<file path="src/rtl/cs_dac_i2s_tx.sv">
// I2S transmitter for CS4344-family DACs: serialises a double-buffered stereo frame, MSB first.
// Optional CS_DAC_TX_UNDERRUN_REPEAT_EN: an underrun repeats the last transmitted frame.
module cs_dac_i2s_tx #(
  parameter int unsigned AUDIO_WIDTH_P = 24,
  parameter int unsigned SLOT_WIDTH_P  = 32,
  parameter int unsigned SCLK_DIV_P    = 4
) (
  input  logic                     clk,
  input  logic                     rst_n,
  input  logic                     cr_enable,
  input  logic [AUDIO_WIDTH_P-1:0] dac_data,
  input  logic                     dac_valid,
  output logic                     dac_ready,
  input  logic                     dac_last,
  output logic                     i2s_sclk,
  output logic                     i2s_lrck,
  output logic                     i2s_sdata,
  output logic                     sr_underrun,
  output logic                     sr_seq_error,
  output logic [15:0]              sr_underrun_count
);

  localparam int unsigned FrameBits = 2 * SLOT_WIDTH_P;
  localparam int unsigned BitW      = $clog2(FrameBits);
  localparam int unsigned DivW      = (SCLK_DIV_P > 1) ? $clog2(SCLK_DIV_P) : 1;

  localparam logic [BitW-1:0] LastBit  = BitW'(FrameBits - 1);
  localparam logic [BitW-1:0] SlotBits = BitW'(SLOT_WIDTH_P);
  localparam logic [BitW-1:0] AudBits  = BitW'(AUDIO_WIDTH_P);
  localparam logic [DivW-1:0] DivLast  = DivW'(SCLK_DIV_P - 1);
  localparam logic [AUDIO_WIDTH_P-1:0] MsbMask = {1'b1, {(AUDIO_WIDTH_P-1){1'b0}}};

  logic [DivW-1:0]          div_q, div_d;
  logic                     sclk_q, sclk_d;
  logic                     lrck_q, lrck_d;
  logic                     sdata_q, sdata_d;
  logic [BitW-1:0]          bit_q, bit_d;
  logic [AUDIO_WIDTH_P-1:0] left_buf_q, left_buf_d;
  logic [AUDIO_WIDTH_P-1:0] right_buf_q, right_buf_d;
  logic                     full_q, full_d;
  logic                     exp_ch_q, exp_ch_d;
  logic [AUDIO_WIDTH_P-1:0] left_sh_q, left_sh_d;
  logic [AUDIO_WIDTH_P-1:0] right_sh_q, right_sh_d;
  logic                     urun_q, urun_d;
  logic                     seq_err_q, seq_err_d;
  logic [15:0]              urun_cnt_q, urun_cnt_d;

  logic                     tick;
  logic                     fall_tick;
  logic                     frame_start;
  logic                     accept;
  logic [BitW-1:0]          bit_nxt;
  logic                     chan_nxt;
  logic [BitW-1:0]          pos;
  logic [AUDIO_WIDTH_P-1:0] sel_sample;
  logic [AUDIO_WIDTH_P-1:0] sel_mask;
  logic                     bit_out;

  assign tick        = cr_enable && (div_q == DivLast);
  assign fall_tick   = tick && sclk_q;
  assign bit_nxt     = (bit_q == LastBit) ? '0 : bit_q + BitW'(1);
  assign frame_start = fall_tick && (bit_nxt == '0);
  assign chan_nxt    = (bit_nxt >= SlotBits);
  assign pos         = chan_nxt ? (bit_nxt - SlotBits) : bit_nxt;
  assign sel_sample  = chan_nxt ? right_sh_q : left_sh_q;

  // Slot position 0 is the I2S one-bit delay; positions 1..W walk MSB to LSB.
  assign sel_mask = MsbMask >> (pos - BitW'(1));
  assign bit_out  = (pos != '0) && (pos <= AudBits) && (|(sel_sample & sel_mask));

  assign dac_ready = cr_enable && !full_q;
  assign accept    = dac_valid && dac_ready;

  always_comb begin
    div_d       = div_q;
    sclk_d      = sclk_q;
    lrck_d      = lrck_q;
    sdata_d     = sdata_q;
    bit_d       = bit_q;
    left_buf_d  = left_buf_q;
    right_buf_d = right_buf_q;
    full_d      = full_q;
    exp_ch_d    = exp_ch_q;
    left_sh_d   = left_sh_q;
    right_sh_d  = right_sh_q;
    urun_d      = 1'b0;
    seq_err_d   = 1'b0;
    urun_cnt_d  = urun_cnt_q;

    if (!cr_enable) begin
      div_d       = '0;
      sclk_d      = 1'b0;
      lrck_d      = 1'b0;
      sdata_d     = 1'b0;
      bit_d       = LastBit;
      left_buf_d  = '0;
      right_buf_d = '0;
      full_d      = 1'b0;
      exp_ch_d    = 1'b0;
`ifdef CS_DAC_TX_UNDERRUN_REPEAT_EN
      left_sh_d   = left_sh_q;
      right_sh_d  = right_sh_q;
`else
      left_sh_d   = '0;
      right_sh_d  = '0;
`endif
    end else begin
      div_d = tick ? '0 : div_q + DivW'(1);
      if (tick) begin
        sclk_d = ~sclk_q;
      end
      if (fall_tick) begin
        bit_d   = bit_nxt;
        lrck_d  = chan_nxt;
        sdata_d = bit_out;
      end

      // Uses the pre-update full flag, so a right sample landing on this edge waits a frame.
      if (frame_start) begin
        if (full_q) begin
          left_sh_d  = left_buf_q;
          right_sh_d = right_buf_q;
          full_d     = 1'b0;
        end else begin
`ifdef CS_DAC_TX_UNDERRUN_REPEAT_EN
          left_sh_d  = left_sh_q;
          right_sh_d = right_sh_q;
`else
          left_sh_d  = '0;
          right_sh_d = '0;
`endif
          urun_d = 1'b1;
          if (urun_cnt_q != 16'hFFFF) begin
            urun_cnt_d = urun_cnt_q + 16'd1;
          end
        end
      end

      if (accept) begin
        if (dac_last == exp_ch_q) begin
          if (!exp_ch_q) begin
            left_buf_d = dac_data;
            exp_ch_d   = 1'b1;
          end else begin
            right_buf_d = dac_data;
            exp_ch_d    = 1'b0;
            full_d      = 1'b1;
          end
        end else begin
          seq_err_d = 1'b1;
          // A stray left while waiting for right resynchronises on the newest left.
          if (!dac_last) begin
            left_buf_d = dac_data;
          end
        end
      end
    end
  end

  always_ff @(posedge clk or negedge rst_n) begin
    if (!rst_n) begin
      div_q       <= '0;
      sclk_q      <= 1'b0;
      lrck_q      <= 1'b0;
      sdata_q     <= 1'b0;
      bit_q       <= LastBit;
      left_buf_q  <= '0;
      right_buf_q <= '0;
      full_q      <= 1'b0;
      exp_ch_q    <= 1'b0;
      left_sh_q   <= '0;
      right_sh_q  <= '0;
      urun_q      <= 1'b0;
      seq_err_q   <= 1'b0;
      urun_cnt_q  <= '0;
    end else begin
      div_q       <= div_d;
      sclk_q      <= sclk_d;
      lrck_q      <= lrck_d;
      sdata_q     <= sdata_d;
      bit_q       <= bit_d;
      left_buf_q  <= left_buf_d;
      right_buf_q <= right_buf_d;
      full_q      <= full_d;
      exp_ch_q    <= exp_ch_d;
      left_sh_q   <= left_sh_d;
      right_sh_q  <= right_sh_d;
      urun_q      <= urun_d;
      seq_err_q   <= seq_err_d;
      urun_cnt_q  <= urun_cnt_d;
    end
  end

  assign i2s_sclk          = sclk_q;
  assign i2s_lrck          = lrck_q;
  assign i2s_sdata         = sdata_q;
  assign sr_underrun       = urun_q;
  assign sr_seq_error      = seq_err_q;
  assign sr_underrun_count = urun_cnt_q;

endmodule
</file>
<file path="config.mk">
export PLATFORM = sky130hd
export DESIGN_NAME = cs_dac_i2s_tx
export DESIGN_NICKNAME = d
export VERILOG_FILES = /design/src/rtl/cs_dac_i2s_tx.sv
export SDC_FILE = /design/constraint.sdc
export NUM_CORES = 1
export LEC_CHECK = 0
export ABC_AREA = 1
export CAP_MARGIN = 20
export CORE_MARGIN = 2
export CORE_UTILIZATION = 35
export DETAILED_ROUTE_END_ITERATION = 7
export PLACE_DENSITY = 0.52
export SYNTH_ARGS = -nofsm -noshare
export SYNTH_HDL_FRONTEND = slang
export SYNTH_SLANG_ARGS = --single-unit
export TNS_END_PERCENT = 20
</file>
<file path="constraint.sdc">
create_clock -name clk -period 2.4 [get_ports clk]
set_clock_uncertainty 0.05 [all_clocks]
set_input_delay 0.48 -clock clk [delete_from_list [all_inputs] [get_ports clk]]
set_output_delay 0.48 -clock clk [all_outputs]
set_load 0.01 [all_outputs]
</file>
==> results_dict.tcl <==
set metrics [dict create \
    grt_pass1_vias 5137 \
    leakage_nw 3.64 \
    overflow 0 \
    drv_cap 0 \
    rsz0062_at_grt "yes" \
    yosysWarnings 0 \
    synth_top_cell_by_area "dfrtp_1" \
    drt-initial-drc-count 273 \
    via_per_inst 4.92 \
    area_growth_pct 27.8 \
    pre_cts_ws_ps -76.9 \
    synth_area_per_cell_um2 8.67 \
    die_h_um 137 \
    hp-class "reg -> reg" \
    end_kind "flip-flop" \
    hpwl_um 11000 \
    grt_pass1_wl_um 26000 \
    nNetsFinal 823 \
    fmax_mhz 437 \
    antenna_left 0 \
    whs_ps 390 \
    fp.coreArea_um2 17300 \
    cts-root-buf "clkbuf_16" \
    finalPower_mw 5.17 \
    ys_ff_latch 127 \
    fp-row-count 48 \
    outcome "finished clean" \
    period_share_pct 95.3 \
    grt_max_degree 65 \
    max-vdd-ir-drop_uv 496 \
    clk_latency_ps 420 \
    syn-instance-count 712 \
    drive_gt1_share_pct 16.9 \
    path_clk_slew_ps 60 \
    yosysTopAreaCellShare_pct 49.1 \
    track_usage_pct 18.2 \
    dp.cells 988 \
    via_count 5038 \
    setup_viol 0 \
    cts_buffers 17 \
    gp_congestion 0.979 \
    drt_first_pass_iters 5 \
    wl_um 15800 \
    netlist_area_um2 6170 \
    design.die.area_um2 18700 \
    htreeDepth 4 \
    slew_headroom_pct 61.9 \
    synthTopCellsByArea "dfrtp_1, inv_1, nand2_1, o22ai_1, o22ai_2" \
    cp.arrival_ps 2600 \
    clockBufferDepth 2 \
    ios 51 \
    crit_fanout 9 \
    worstMarginPinSlew_ps 570 \
    initial_core_util_pct 35.7 \
    synthesis.nets 748 \
    worst_slack_ps 112 \
    port_buffers 50 \
    route.detailed.drc 0 \
    cts_tree "yes" \
    instances_no_fill 1025 \
    post_synth_num_cell_types 34 \
    n_antenna_cell 0 \
    synth_seq_area_share_pct 51.6 \
    r2r_setup_slack_ps 110 \
    clock-sinks 127 \
    crit_type "reg -> reg" \
    antenna_found_initial 0 \
    period_needed_ps 2290 \
    fill_cells 1667 \
    maxSlewViolCount 0 \
    hold_viol 0 \
    critical_path_required_ps 2710 \
    dieWidth_um 137 \
    power_density_nw_per_um2 655 \
    cp-start-kind "flip-flop" \
    wl_per_cell_um 15.4 \
]
==> layer usage <==
layer  up-vias  global-route usage [%]  wire, um  share of wire, %
met2       103                    29.5      7710                49
met3        23                    3.78       583               3.7
li1       2437                       -         -                 -
met5         -                       0         0                 0
met1      2475                    23.6      7200                46
met4         0                    7.50       294               1.9
==> metrics by stage <==
step	cell area [um^2]	utilization (%)	setup TNS [ps]
floorplan	6170	-	0
global placement	7110	41.1	-87.0
detailed placement	7110	41.1	-238
CTS	7740	44.7	0
global route	7880	45.6	-137
finish	7880	45.6	0
==> worst paths after layout <==
check | from | endpoint | cells after the start
max in group asynchronous | rst_n | bit_q[0]$_DFFE_PN1P_ | 3
setup / recovery | bit_q[1]$_DFFE_PN1P_ | i2s_sdata$_DFFE_PN0P_ | 16
hold / removal | div_q[0]$_DFF_PN0_ | div_q[0]$_DFF_PN0_ | 1
hold reg to reg | div_q[0]$_DFF_PN0_ | div_q[0]$_DFF_PN0_ | 1
min in group asynchronous | rst_n | right_sh_q[14]$_DFFE_PN0P_ | 2
setup reg to reg | bit_q[1]$_DFFE_PN1P_ | i2s_sdata$_DFFE_PN0P_ | 16
==> placed cells by master, fill, tap and decap left out, drive strengths merged <==
master / Yosys / layout
clkbuf: 7 / 19
nand2: 123 / 123
a22oi: 4 / 4
o22ai: 84 / 84
nand3b: 1 / 1
bufinv: 0 / 3
nor3: 13 / 13
dlygate4sd3: 0 / 1
clkdlybuf4s50: 0 / 48
dfrtp: 121 / 121
clkinvlp: 0 / 5
nand4: 8 / 8
xor2: 8 / 8
ha: 7 / 7
nor4: 2 / 2
inv: 161 / 162
dlymetal6s2s: 0 / 1
clkinv: 1 / 5
nand3: 45 / 45
buf: 19 / 32
nor2: 53 / 53
xnor2: 7 / 7
and3: 1 / 1
or2: 1 / 1
a21oi: 6 / 6
dfstp: 6 / 6
o21ai: 34 / 34
==> critical path, stage by stage, from the launching register on <==
cell and delay (ps):
dfstp_2 580, buf_6 130, inv_1 70, ha_1 310
nor2_2 170, nand2_1 90, nand2_1 100, nand2_4 90
nor2_1 160, nand3_1 90, nand2_1 80, inv_1 40
nand2_1 50, nor2_1 40, nand2_1 60, nand2_1 40
nand2_1 60
==> what timing repair did <==
item,4_1_cts,5_1_grt
hold endpoints to repair,32,0
resized for setup,1,28
pin swaps,1,10
setup endpoints to repair,4,61
hold buffers,1,0
setup buffers,0,4
==> layout make-up <==
| class | instances | area (um^2) | area share, % |
|---|---|---|---|
| clock buffer | 19 | 443 | 5.62 |
| sequential | 127 | 3190 | 40.4 |
| tap | 225 | 282 | 3.57 |
| multi-input combinational | 397 | 2330 | 29.6 |
| clock inverter | 13 | 164 | 2.08 |
| timing repair buffer | 82 | 867 | 11.0 |
| inverter | 162 | 611 | 7.74 |
==> kinds of logic after synthesis <==
group | Yosys count | share of synthesized area, %
and+or+nand+nor | 247 | 18.1
xor gates and xnor gates | 15 | 2.13
AOI/OAI and AO/OA | 128 | 14.3
adders and majority gates | 7 | 1.42
buffers and inverters | 188 | 12.4
DFF | 127 | 51.6
==> sequential cells by signal (all words and copies together), names as in the netlist <==
| signal | cells |
|---|---|
| sr_underrun | 1 |
| right_sh_q | 24 |
| div_q | 2 |
| i2s_sdata | 1 |
| i2s_sclk | 1 |
| left_sh_q | 24 |
| sr_seq_error | 1 |
| sr_underrun_count | 16 |
| right_buf_q | 24 |
| i2s_lrck | 1 |
| left_buf_q | 24 |
| full_q | 1 |
| bit_q | 6 |
| exp_ch_q | 1 |
==> power by group <==
group          switching, mW  total, mW  leakage [nW]  internal, mW
clock                  0.966       2.63         0.282          1.66
combinational          0.203      0.336          1.64         0.133
sequential            0.0199       2.21          1.71          2.19
==> synthesized netlist by cell type (all sizes together) <==
library cell  count
a22oi             4
inv             161
nor4              2
nand3b            1
nand3            45
xnor2             7
or2               1
xor2              8
and3              1
nor3             13
o21ai            34
dfstp             6
nand2           123
nand4             8
dfrtp           121
clkbuf            7
a21oi             6
o22ai            84
buf              19
clkinv            1
ha                7
nor2             53
Power figures use the tool's default switching activity.
